===== src/rtl/tc_stage_pkg.sv =====
// Shared types and defaults for the tensor-core operand staging path.
package tc_stage_pkg;

  localparam int TC_WORD_WIDTH = 32;
  localparam int TC_ROW_LEN    = 4;

  typedef enum logic [0:0] {
    FILL = 1'b0,
    OUT  = 1'b1
  } packer_state_t;

endpackage


===== src/rtl/operand_row_packer.sv =====
// Pops operand words from the FIFO and packs ROW_LEN of them into one row;
// a flush closes a partial row with zero padding.
//
// state | meaning
// FILL  | popping words from the buffer and latching them into lanes
// OUT   | row presented on row_valid, waiting for row_ready; no pops
module operand_row_packer
  import tc_stage_pkg::*;
#(
  parameter int WIDTH   = TC_WORD_WIDTH,
  parameter int ROW_LEN = TC_ROW_LEN
) (
  input  logic                     CLK,
  input  logic                     RST,
  input  logic                     buf_empty,
  input  logic [WIDTH-1:0]         buf_dout,
  output logic                     buf_read_en,
  input  logic                     flush_req,
  output logic                     row_valid,
  input  logic                     row_ready,
  output logic [ROW_LEN*WIDTH-1:0] row_data,
  output logic                     row_partial
);

  localparam int CW = $clog2(ROW_LEN + 1);
  localparam int IW = $clog2(ROW_LEN);
  localparam logic [CW-1:0] FULL_CNT = CW'(ROW_LEN);
  localparam logic [CW-1:0] LAST_CNT = CW'(ROW_LEN - 1);
  localparam logic [CW-1:0] ONE_CNT  = CW'(1);

  packer_state_t    state;
  logic [CW-1:0]    issued;
  logic [CW-1:0]    captured;
  logic             inflight;
  logic             partial_q;
  logic [WIDTH-1:0] lanes [ROW_LEN];

  // RST gates the pop so a word is never lost to a buffer read in the reset cycle.
  assign buf_read_en = (state == FILL) && !buf_empty && (issued < FULL_CNT)
                       && !flush_req && !RST;
  assign row_valid   = (state == OUT);
  assign row_partial = partial_q;

  always_comb begin
    row_data = '0;
    for (int k = 0; k < ROW_LEN; k++) begin
      row_data[k*WIDTH +: WIDTH] = lanes[k];
    end
  end

  always_ff @(posedge CLK) begin
    if (RST) begin
      state     <= FILL;
      issued    <= '0;
      captured  <= '0;
      inflight  <= 1'b0;
      partial_q <= 1'b0;
      for (int k = 0; k < ROW_LEN; k++) begin
        lanes[k] <= '0;
      end
    end else begin
      case (state)
        FILL: begin
          inflight <= buf_read_en;
          if (buf_read_en) begin
            issued <= issued + ONE_CNT;
          end
          // A pending capture wins over flush, so a flush that lands on the
          // final word still yields a full, non-partial row.
          if (inflight) begin
            lanes[captured[IW-1:0]] <= buf_dout;
            captured <= captured + ONE_CNT;
            if (captured == LAST_CNT) begin
              partial_q <= 1'b0;
              state     <= OUT;
            end
          end else if (flush_req && (captured != '0)) begin
            for (int k = 0; k < ROW_LEN; k++) begin
              if (CW'(k) >= captured) begin
                lanes[k] <= '0;
              end
            end
            partial_q <= 1'b1;
            state     <= OUT;
          end
        end
        OUT: begin
          inflight <= 1'b0;
          if (row_ready) begin
            issued    <= '0;
            captured  <= '0;
            partial_q <= 1'b0;
            state     <= FILL;
          end
        end
        default: state <= FILL;
      endcase
    end
  end

endmodule


===== config.mk =====
export PLATFORM = sky130hd
export DESIGN_NAME = operand_row_packer
export DESIGN_NICKNAME = d
export VERILOG_FILES = /design/src/rtl/tc_stage_pkg.sv /design/src/rtl/operand_row_packer.sv
export SDC_FILE = /design/constraint.sdc
export NUM_CORES = 1
export LEC_CHECK = 0
export ABC_AREA = 1
export CORE_MARGIN = 1.5
export CORE_UTILIZATION = 30
export CTS_CLUSTER_DIAMETER = 80
export CTS_CLUSTER_SIZE = 25
export DETAILED_ROUTE_END_ITERATION = 12
export GPL_ROUTABILITY_DRIVEN = 0
export PLACE_DENSITY_LB_ADDON = 0.08
export SLEW_MARGIN = 0
export SYNTH_ARGS = -nofsm -noshare
export SYNTH_HDL_FRONTEND = slang
export SYNTH_SLANG_ARGS = --single-unit

===== constraint.sdc =====
create_clock -name CLK -period 6.7 [get_ports CLK]
set_input_delay 1.34 -clock CLK [delete_from_list [all_inputs] [get_ports CLK]]
set_output_delay 1.34 -clock CLK [all_outputs]
set_load 0.05 [all_outputs]

Yosys cells after proc, flatten, opt, wreduce, memory -nomap -nowiden
Memory sizes are Yosys's and may differ from the RTL's.
Cells that the tools add are included.
- register bits: 9
- bits in writable memories: 128
- output and inout port bits: 131
- memories kept: 1
- $add $sub $neg: 2
- $lt $le $gt $ge: 5
- equal/unequal tests: 6
- muxes and demuxes: 53
- bitwise logic cells: 5
- reductions and logical operators: 13
- memories (name ; words ; bits a word ; rd ports ; clocked after memory_dff ; wr ports ; RTL line ; RTL):
    lanes ; 4 ; 32 ; 4 ; 0 ; 4 ; operand_row_packer.sv:36 ; logic [WIDTH-1:0] lanes [ROW_LEN];
- operator list (operator ; count):
    two-way mux 32 bit ; 5
    two-way mux 1 bit ; 39
    OR reduction 32 bit ; 1
    one-hot mux 3 bit (2 select lines) ; 2
    two-way mux 3 bit ; 3
    adder 3 x 1 -> 3 bit, second input constant ; 2
    greater-or-equal comparator 1 x 3 -> 1 bit, first input constant ; 2
    greater-or-equal comparator 2 x 3 -> 1 bit, first input constant ; 2
    inequality test 2 bit, second input constant ; 3
    inequality test 3 x 2 -> 1 bit, second input constant ; 2
    one-hot mux 1 bit (2 select lines) ; 3
    logical AND 1 bit ; 5
    OR 1 bit ; 4
    AND reduction 2 bit ; 2
    equality test 3 x 2 -> 1 bit, second input constant ; 1
    logical NOT 1 bit ; 3
    < comparator 3 bit, second input constant ; 1
    AND reduction 3 bit ; 1
    nonzero test 3 bit ; 1
    two-way mux 2 bit ; 1
    inverter 1 bit ; 1

Depth between registers and ports, before layout
Gate-level depths: netlist (run 1).
- depth in word-level cells: 9
- mapped depth: 7
- gate-level depth less buffers: 7

Least setup slack after synthesis (run 1)
No wires, ideal clock.
- kind: input-to-reg
- start point: in flush_req
- end point: mem lanes[3][0] (netlist name), enable pin
- setup time: 0.431 ns
- arrival: 3.044 ns
- data required time: 6.269 ns
- slack: 3.226 ns
- stages on the path: 2
- path buffers: 0
- path through: nand3_1 > o211ai_1
- RTL lines (item ; RTL line ; RTL):
    start: declaration ; operand_row_packer.sv:18 ; input logic flush_req,
    end: declaration ; operand_row_packer.sv:36 ;

Worst setup path after layout (run 1)
- start point: in RST
- end point: out buf_read_en
- word-level cells in the longest chain between the ends: 2
- ends and longest elaborated chain (item ; RTL line ; RTL):
    start: declaration ; operand_row_packer.sv:14 ; input logic RST,
    logical NOT 1 bit ; operand_row_packer.sv:40 ; && !flush_req && !RST;
    logical AND 1 bit ; operand_row_packer.sv:40 ;
    end: declaration ; operand_row_packer.sv:17 ; output logic buf_read_en,
No other way between the ends.

==> results.md, run 1 <==
- Filler Cells Inserted: 1,579
- # diodes: 0
- DR iter-0 viols: around 170
- Setup-failing EPs final: 0
- Total I/O pin count: 168
- Vias per std cell: 4.27
- Top FF cell, synth: edfxtp_1
- Number of synthesis warnings: 0
- Clock share of power: between 40% and 50%
- Max Slew Vio Count: 0
- Cell family with most CP delay: buffers and inverters
- Synth async-reset ratio: 0%
- Vias in the first global route: 3,472
- Crit start category: primary input
- WL/cell: 16.5 um
- GRT Util Overall: 15.1%
- Maximum VDD drop: 164 uV
- CTS Buffer Depth: 2
- Avg Cell Area, Syn: 13.7 um^2
- Xor and xnor area share after synthesis: 0%
- Seq pwr share: 45.0%
- Combinational Power Share: between 10 and 15%
- Peak fanout along the critical path: 8
- CP Buf/Inv Count: 3
- Hold Buf Count CTS: 0
- Layout cells sized above 1: 8.16%
- Clock insertion delay at the later pin of the skew report: 0.42 ns
- Synth cell count leaders: edfxtp_1 (128), nor2_1 (127), inv_1 (42)
- Core area: 16,700 um^2
- Hold Vio Cnt, Final: 0
- Worst Path Arrival: 3.27 ns
- Routed WL: 12,900 um
- Post-synthesis cell type count: 20
- Die Span X: 134 um
- CTS tree: yes
- Drc violations: 0
- Final hold slack: 0.472 ns
- Antenna violations before repair: 0
- Post-synthesis cell count: approximately 380
- Area Growth Syn to Fin: 46.3%
- Multiplexer share of the synthesized area: 0%
- Simple-gate area share of the yosys netlist: 14.0%
- Max Cap Viol: 0
- Clock sinks: 137
- Complex-gate fraction of the synthesized area: around 1.1%
- Post-route minimum period: 4.61 ns
- Net Count, Synth: 419
- Clk_skew: approximately 0.0040 ns
- Sw Pwr: between 0.5 and 0.6 mW
- Row count: between 40 and 50
- Largest family of logic cells by synthesized area: simple AND/OR/NAND/NOR gates
- Internal Pwr Total: 1.65 mW
- Top cell type's share of synthesized area: 74.3%
- CTS root buf: clkbuf_16
- Fin crit share: 68.8%
- Antenna viol nets, final: 0
- NumNets Final: 594
- Yosys reg bits: 137
- DP Wirelength: 8240 um
- Post-CTS setup buffers: 0
- Via count: 3,344
- Lkg Pwr: 3.03 nW
- First-pass GRT wire length: ~20,000 um
- Slew HR: 36.1%
- RSZ-0062 raised after global routing: false
- Worst-Margin Slew: 0.955 ns
- Starting density of the core: 31.0%
- CP dominant cell by count: clkdlybuf4s50_1
- CP endpoint kind: output pin
- CP cell instances: clkdlybuf4s50_1 -> nor2_1 -> nand3_2 -> inv_1 -> clkdlybuf4s50_1
- Sw Share: 25.5%
- Die Y: around 130 um
- Synth Area in Adders: approximately 1.2%
- Aggregate global routing overflow: 0
- I/O Buffers: 167
- H-tree levels: 4
- Mapped Area: 5180 um^2
- Setup_tns: 0 ns
- Clock transition at path regs: 0.05 ns
- Largest net degree at the start of global routing: 34
- Top-count cell post-synth: edfxtp_1
- Cell Pwr Density: 292 nW/um^2
- Worst min-delay path category: flip-flop to flip-flop
- Max stage delay on crit path: 0.80 ns
- Area contributors post-synth: edfxtp_1 (74%), nor2_1 (9.2%), dfxtp_1 (3.5%)
- EDFF count, synth: 128
- Slowest CP cell: clkdlybuf4s50_1
- Area of the die: 18,100 um^2
- Post-synth top area cell: edfxtp_1
- TritonRoute pass-1 iters: 5
- Required time worst endpoint: 5.36 ns
- Post-CTS sizing: 0
- Seq/Total Area, Yosys: between 70% and 80%
- Setup CP Type: primary input to output pin
- CTS Buf Count: 17
- Status: completed
- Fmax: about 0.22 GHz
[cell type report]
class	count	area (um^2)	share of cell area, %
Sequential cell	137	4020	53.1
Timing Repair Buffer	169	1690	22.3
Multi-Input combinational cell	184	857	11.3
Clock buffer	20	437	5.77
Tap cell	220	275	3.64
Inverter	43	161	2.13
Clock inverter	11	130	1.72
[metrics by stage]
| stage | setup WS (ns) | power (mW) | util (%) | area [um^2] | instances |
|---|---|---|---|---|---|
| floorplan | 3.23 | 1.20 | - | 5180 | 377 |
| global placement | 2.13 | 1.32 | 41.9 | 7000 | 753 |
| detailed placement | 2.08 | 1.32 | 41.9 | 7000 | 753 |
| CTS | 2.08 | 2.23 | 45.3 | 7570 | 784 |
| global route | 1.96 | 2.28 | 45.3 | 7570 | 784 |
| finish | 2.09 | 2.21 | 45.3 | 7570 | 784 |
[sequential cells by signal (all words and copies together) (netlist names)]
signal / count
inflight: 1
row_valid: 1
captured: 3
lanes: 128
issued: 3
row_partial: 1
[worst reg2reg max path: cells and delay by family (launching register included)]
kind	cells	cell delay (ns)
flops	1	0.42
fa+ha+maj	1	0.25
simple gates	2	1.15
buf+inv	1	0.11
[power by group through the flow]
stage	combinational [mW]	sequential, mW	clock [mW]
5_1_grt	0.316	0.997	0.962
3_5_place_dp	0.306	1.01	0
4_1_cts	0.307	0.994	0.933
6_report	0.303	0.993	0.913
3_3_place_gp	0.305	1.01	0
2_1_floorplan	0.0402	1.16	0
[layer usage]
layer	GRT usage, %	up-vias	wire length [um]
li1	-	1605	-
met1	18.7	1598	5620
met2	24.1	123	6150
met3	5.22	18	935
met4	6.27	0	223
met5	0	-	0
[path summary, 6_finish.rpt]
path,start,end,slack (ns),cells after the start
worst max-delay path,RST,buf_read_en,2.09,5
worst min-delay path,issued[2],issued[2],0.47,2
worst max register to register,captured[0],lanes[2][1],4.19,4
worst min register to register,issued[2],issued[2],0.47,2
[cells by family (layout without fill, tap and decap cells)]
| logic type | after synthesis | after routing |
|---|---|---|
| AO/OA/AOI/OAI | 10 | 10 |
| adder cells (fa/ha/maj) | 5 | 5 |
| buffers and inverters | 56 | 243 |
| flip-flops | 137 | 137 |
| AND/OR/NAND/NOR | 169 | 169 |
[placed cells by master (no fill, tap or decap), types with 2 or more instances in the layout]
master,instances
a21oi_1,6
buf_4,2
bufinv_16,3
clkbuf_1,3
clkbuf_16,17
clkdlybuf4s50_1,167
clkinv_1,3
clkinv_2,4
dfxtp_1,9
edfxtp_1,128
ha_1,5
inv_1,42
nand2_1,15
nand2_2,2
nand2_4,4
nand3_1,6
nand3_2,3
nand4_1,3
nor2_1,127
nor2_2,6
o21ai_0,2
or2_2,2
No activity file was read; power rests on OpenSTA's default activity.
==> run 2, diff against run 1 <==
clock period = 4.69 ns   (was 6.7 ns; I/O delays follow)
==> run 2 against run 1 <==
Non-clock buffer count rose by 3; clock skew up 0.0045 ns; final area increased by 0.30%; largest power group unchanged; highest routed layer unchanged.
==> results.md, run 2 (same netlist as run 1, synthesis figures left out) <==
- Status: completed
- Max Slew Vio Count: 0 (unchanged)
- Clk_skew: 0.00857 ns (+0.00455 ns)
- Max stage delay on crit path: 0.80 ns (about the same)
- Most frequent cells in the layout: clkdlybuf4s50_1 (167), edfxtp_1 (128), nor2_1 (127)
- Largest reg by FF count: lanes
- Die Y: 134 um (unchanged)
- Most common cell after layout, fill and taps aside: clkdlybuf4s50_1
- Routed WL: 12,900 um (-0.53%)
- Aggregate global routing overflow: 0 (unchanged)
- Slew HR: 38.3% (+2.2 points)
- Crit start category: primary input
- Drc violations: 0 (unchanged)
- I/O Buffers: 167 (unchanged)
- Antenna viol nets, final: 0 (unchanged)
- Vias per std cell: 4.21 (-1.4%)
- CTS Buf Count: 17 (unchanged)
- Slowest CP cell: clkdlybuf4s50_1
- Layout cells sized above 1: 8.29% (+0.13 points)
- Post-route minimum period: 3.68 ns
- CP cell instances: clkdlybuf4s50_1 -> buf_4 -> nor2_1 -> nand3_2 -> inv_1 -> clkdlybuf4s50_1
- Row count: 47 (unchanged)
- DP Wirelength: 8560 um (+3.9%)
- CTS tree: yes
- Setup_tns: 0 ns (unchanged)
- Clock insertion delay at the later pin of the skew report: 0.41 ns (about the same)
- Total I/O pin count: 168 (unchanged)
- Lkg Pwr: 3.04 nW (+0.19%)
- Combinational Power Share: 13.8% (about the same)
- Setup CP Type: primary input to output pin
- First-pass GRT wire length: 19,500 um (-1.9%)
- Cell family with most CP delay: buffers and inverters
- Setup-failing EPs final: 0 (unchanged)
- Area of the die: 18,100 um^2 (unchanged)
- H-tree levels: 4 (unchanged)
- Post-CTS setup buffers: 0 (unchanged)
- Clock share of power: 41.3% (about the same)
- Core area: 16,700 um^2 (unchanged)
- Largest net degree at the start of global routing: 34 (unchanged)
- Largest registers: lanes: 128 flops, captured: 3 flops, issued: 3 flops
- Maximum VDD drop: 240 uV (+46%)
- DR iter-0 viols: 139 (-17%)
- Clock sinks: 137 (unchanged)
- # diodes: 0 (unchanged)
- Peak fanout along the critical path: 8 (unchanged)
- Post-CTS sizing: 0 (unchanged)
- Required time worst endpoint: 3.75 ns (-1.61 ns)
- CTS root buf: clkbuf_16
- CTS Buffer Depth: 2 (unchanged)
- CP endpoint kind: output pin
- Antenna violations before repair: 0 (unchanged)
- Internal Pwr Total: 2.35 mW (+43%)
- Cell Pwr Density: 415 nW/um^2 (+42%)
- Fmax: 0.272 GHz
- Fin crit share: between 70 and 80%
- CP dominant cell by count: clkdlybuf4s50_1
- Starting density of the core: 31.0% (unchanged)
- Seq pwr share: 44.9% (about the same)
- Sw Pwr: 0.803 mW (+43%)
- Sw Share: 25.5% (-0.028 points)
- Worst Path Arrival: 2.74 ns (-0.53 ns)
- Worst-Margin Slew: 0.922 ns (-0.0331 ns)
- NumNets Final: 597 (+0.51%)
- Hold Buf Count CTS: 0 (unchanged)
- Clock transition at path regs: 0.05 ns (about the same)
- WL/cell: 16.3 um (-0.91%)
- Vias in the first global route: 3,355 (-3.4%)
- Worst min-delay path category: flip-flop to flip-flop
- Max Cap Viol: 0 (unchanged)
- Area Growth Syn to Fin: 46.7%
- Hold Vio Cnt, Final: 0 (unchanged)
- Via count: 3,310 (-1.0%)
- Die Span X: 134 um (unchanged)
- CP Buf/Inv Count: 4 (+1)
- Final hold slack: 0.476 ns (+0.00406 ns)
- Max FFs per register: 128 (unchanged)
- TritonRoute pass-1 iters: 4 (-1)
- GRT Util Overall: 14.8% (-0.27 points)
- RSZ-0062 raised after global routing: false
-- run 2: through the flow --
| stage | cell area [um^2] | cells | utilization, % | total power, mW | setup slack (ns) |
|---|---|---|---|---|---|
| 3_3_place_gp | 7030 | 756 | 42.1 | 1.88 | 1.05 |
| 4_1_cts | 7590 | 787 | 45.5 | 3.19 | 1.01 |
| 6_report | 7590 | 787 | 45.5 | 3.16 | 1.01 |
| 5_1_grt | 7590 | 787 | 45.5 | 3.27 | 0.953 |
| 2_1_floorplan | 5180 | 377 | - | 1.71 | 1.62 |
| 3_5_place_dp | 7030 | 756 | 42.1 | 1.88 | 1.02 |
-- run 2: area by class of cell --
cell class,instances,area [um^2]
Clock buffer,20,437
Inverter,43,161
Clock inverter,11,130
Tap cell,220,275
Sequential cell,137,4020
Multi-Input combinational cell,184,857
Fill cell,1576,9110
Timing Repair Buffer,172,1710
-- run 2: tightest hold or removal path, cell delays in order, from the launching register on --
cell and delay (ns):
dfxtp_1 0.31, nand2_1 0.06, a21oi_1 0.06
-- run 2: per-layer routing --
metal / up-vias / track usage (%) / wire length [um]
met5: - / 0 / 0
met4: 0 / 5.56 / 170
met3: 16 / 5.67 / 988
met2: 116 / 23.1 / 5950
met1: 1570 / 18.7 / 5750
li1: 1608 / - / -
-- run 2: worst paths after layout --
path / startpoint / slack [ns] / end / cells past startpoint
max: RST / 1.01 / buf_read_en / 6
min: issued[2] / 0.48 / issued[2] / 2
max reg2reg: captured[0] / 2.32 / lanes[0][12] / 7
min reg2reg: issued[2] / 0.48 / issued[2] / 2
-- run 2: power groups by stage --
stage	Sequential [mW]	Combinational (mW)	Clock, mW
final	1.42	0.435	1.30
after global routing	1.42	0.455	1.39
after CTS	1.42	0.442	1.33
after detailed placement	1.44	0.441	0
after global placement	1.44	0.438	0
after floorplan	1.65	0.0574	0
==> run 3, diff against run 2 <==
clock period = 3.84 ns   (was 4.69 ns; I/O delays follow)
==> run 3 against run 2 <==
Die area did not move; wire length barely moved; hold slack barely moved; critical path depth fell by 1; clock power rose by 35%; cell count rose by 0.51%; sequential cell count did not move; sequential power rose by 22%; sequential share of layout area fell by 0.60 points; first-iteration DRC count rose by 5.0%; non-clock buffer count rose by 3; register-to-register slack got worse by 0.64 ns.
==> results.md, run 3 (same netlist as run 1, synthesis figures left out) <==
- Clock insertion delay at the later pin of the skew report: 0.41 ns (about the same)
- Worst-Margin Slew: 0.561 ns (-0.361 ns)
- RSZ-0062 raised after global routing: false
- DP Wirelength: 8550 um (-0.18%)
- Routed WL: 12,900 um (about the same)
- CP dominant cell by count: clkdlybuf4s50_1
- Filler Cells Inserted: 1,530 (-2.9%)
- Clk_skew: 0.00766 ns (-0.000909 ns)
- H-tree levels: 4 (unchanged)
- CP endpoint kind: output pin
- Setup-failing EPs final: 0 (unchanged)
- Cell family with most CP delay: buffers and inverters
- Antenna viol nets, final: 0 (unchanged)
- Antenna violations before repair: 0 (unchanged)
- Final instance area: 7680 um^2 (+1.2%)
- Clock transition at path regs: 0.06 ns (about the same)
- Post-CTS sizing: 0 (unchanged)
- Max FFs per register: 128 (unchanged)
- Drc violations: 0 (unchanged)
- Layout cells sized above 1: 9.63% (+1.3 points)
- GRT Util Overall: 14.9% (+0.10 points)
- Hold Buf Count CTS: 0 (unchanged)
- Largest registers: lanes: 128 flops, captured: 3 flops, issued: 3 flops
- First-pass GRT wire length: 19,500 um (-0.22%)
- Lkg Pwr: 3.08 nW (+1.4%)
- Cell Pwr Density: 523 nW/um^2 (+26%)
- Fin crit share: a little over four fifths
- Setup CP Type: primary input to output pin
- Worst min-delay path category: flip-flop to flip-flop
- CTS Buf Count: 17 (unchanged)
- Crit start category: primary input
- Most common cell after layout, fill and taps aside: clkdlybuf4s50_1
- Peak fanout along the critical path: 5 (-3)
- CTS tree: yes
- CTS Buffer Depth: 2 (unchanged)
- WL/cell: 16.3 um (-0.47%)
- Max stage delay on crit path: 0.80 ns (about the same)
- Largest net degree at the start of global routing: 34 (unchanged)
- Maximum VDD drop: 276 uV (+15%)
- Vias in the first global route: 3,374 (+0.57%)
- Post-DP Area: 7050 um^2 (+0.32%)
- Die Span X: 134 um (unchanged)
- Setup_tns: 0 ns (unchanged)
- Slew HR: 62.5% (+24 points)
- Die Y: 134 um (unchanged)
- Fmax: about 0.31 GHz
- Starting density of the core: 31.0% (unchanged)
- Internal reg-to-reg setup slack: 1.68 ns (-0.64 ns)
- Max Slew Vio Count: 0 (unchanged)
- # diodes: 0 (unchanged)
- Via count: 3,307 (-0.091%)
- CP Buf/Inv Count: 3 (-1)
- Total I/O pin count: 168 (unchanged)
- Vias per std cell: 4.18 (-0.60%)
- CTS root buf: clkbuf_16
- I/O Buffers: 167 (unchanged)
- Area of the die: 18,100 um^2 (unchanged)
- Largest reg by FF count: lanes
- Final Power: 4.02 mW (+27%)
- Core area: 16,700 um^2 (unchanged)
- Post-CTS setup buffers: 0 (unchanged)
- DR iter-0 viols: 146 (+5.0%)
- Max Cap Viol: 0 (unchanged)
- Post-route minimum period: 3.20 ns
- Row count: 47 (unchanged)
- Required time worst endpoint: 3.07 ns (-0.68 ns)
- Slowest CP cell: clkdlybuf4s50_1
- NumNets Final: 600 (+0.50%)
- TritonRoute pass-1 iters: 4 (unchanged)
- Hold Vio Cnt, Final: 0 (unchanged)
- Area Growth Syn to Fin: 48.4%
- CP cell instances: clkdlybuf4s50_1 -> nor2_1 -> nand3_2 -> inv_1 -> clkdlybuf4s50_1
- Status: completed
- Worst Path Arrival: 2.44 ns (-0.30 ns)
- Clock sinks: 137 (unchanged)
- Aggregate global routing overflow: 0 (unchanged)
- Most frequent cells in the layout: clkdlybuf4s50_1 (167), edfxtp_1 (128), nor2_1 (127)
run 3: changes by cell type in the layout (fill, tap and decap cells not counted):
cell / before / now
buf_4: 5 / 8
bufinv_16: 3 / 5
clkbuf_1: 3 / 2
clkinv_1: 5 / 2
clkinv_2: 1 / 2
clkinv_4: 1 / 0
clkinvlp_4: 1 / 3
inv_6: 0 / 1
run 3: layout make-up:
class                   instances  area, um^2  share of cell area, %
flip-flops and latches        137        4020                   52.4
well taps                     220         275                   3.58
repair buffers                175        1730                   22.5
clock buffers                  19         433                   5.64
clock inverters                13         199                   2.59
multi-input cells             184         857                   11.2
inverters                      43         161                   2.10
run 3: where the power goes:
part	switching (mW)	internal [mW]
Clock	0.609	1.15
Sequential	0.0237	1.71
Combinational	0.372	0.163
run 3: path summary, 6_finish.rpt:
check         startpoint     endpoint  depth (start not counted)
max                  RST  buf_read_en                          5
min            issued[2]    issued[2]                          2
max reg2reg  captured[0]  lanes[0][4]                          8
min reg2reg    issued[2]    issued[2]                          2
run 3: per-stage QoR:
stage	std cells	util, %	setup WS (ns)	hold slack, ns
global placement	759	42.2	0.672	0.463
finish	791	46.0	0.636	0.476
global route	791	46.0	0.560	0.492
floorplan	377	-	0.907	0.445
detailed placement	759	42.2	0.622	0.466
CTS	791	46.0	0.620	0.475
run 3: layer usage:
| layer | vias to the layer above | wire [um] | track usage [%] |
|---|---|---|---|
| met4 | 0 | 138 | 5.91 |
| li1 | 1616 | - | - |
| met1 | 1558 | 5570 | 18.1 |
| met3 | 14 | 930 | 5.67 |
| met5 | - | 0 | 0 |
| met2 | 119 | 6230 | 24.0 |
run 3: worst min-delay path, delay by kind of cell, from the launching register on:
kind	cells	cell delay (ns)
flops	1	0.31
simple gates	1	0.06
compound gates	1	0.06
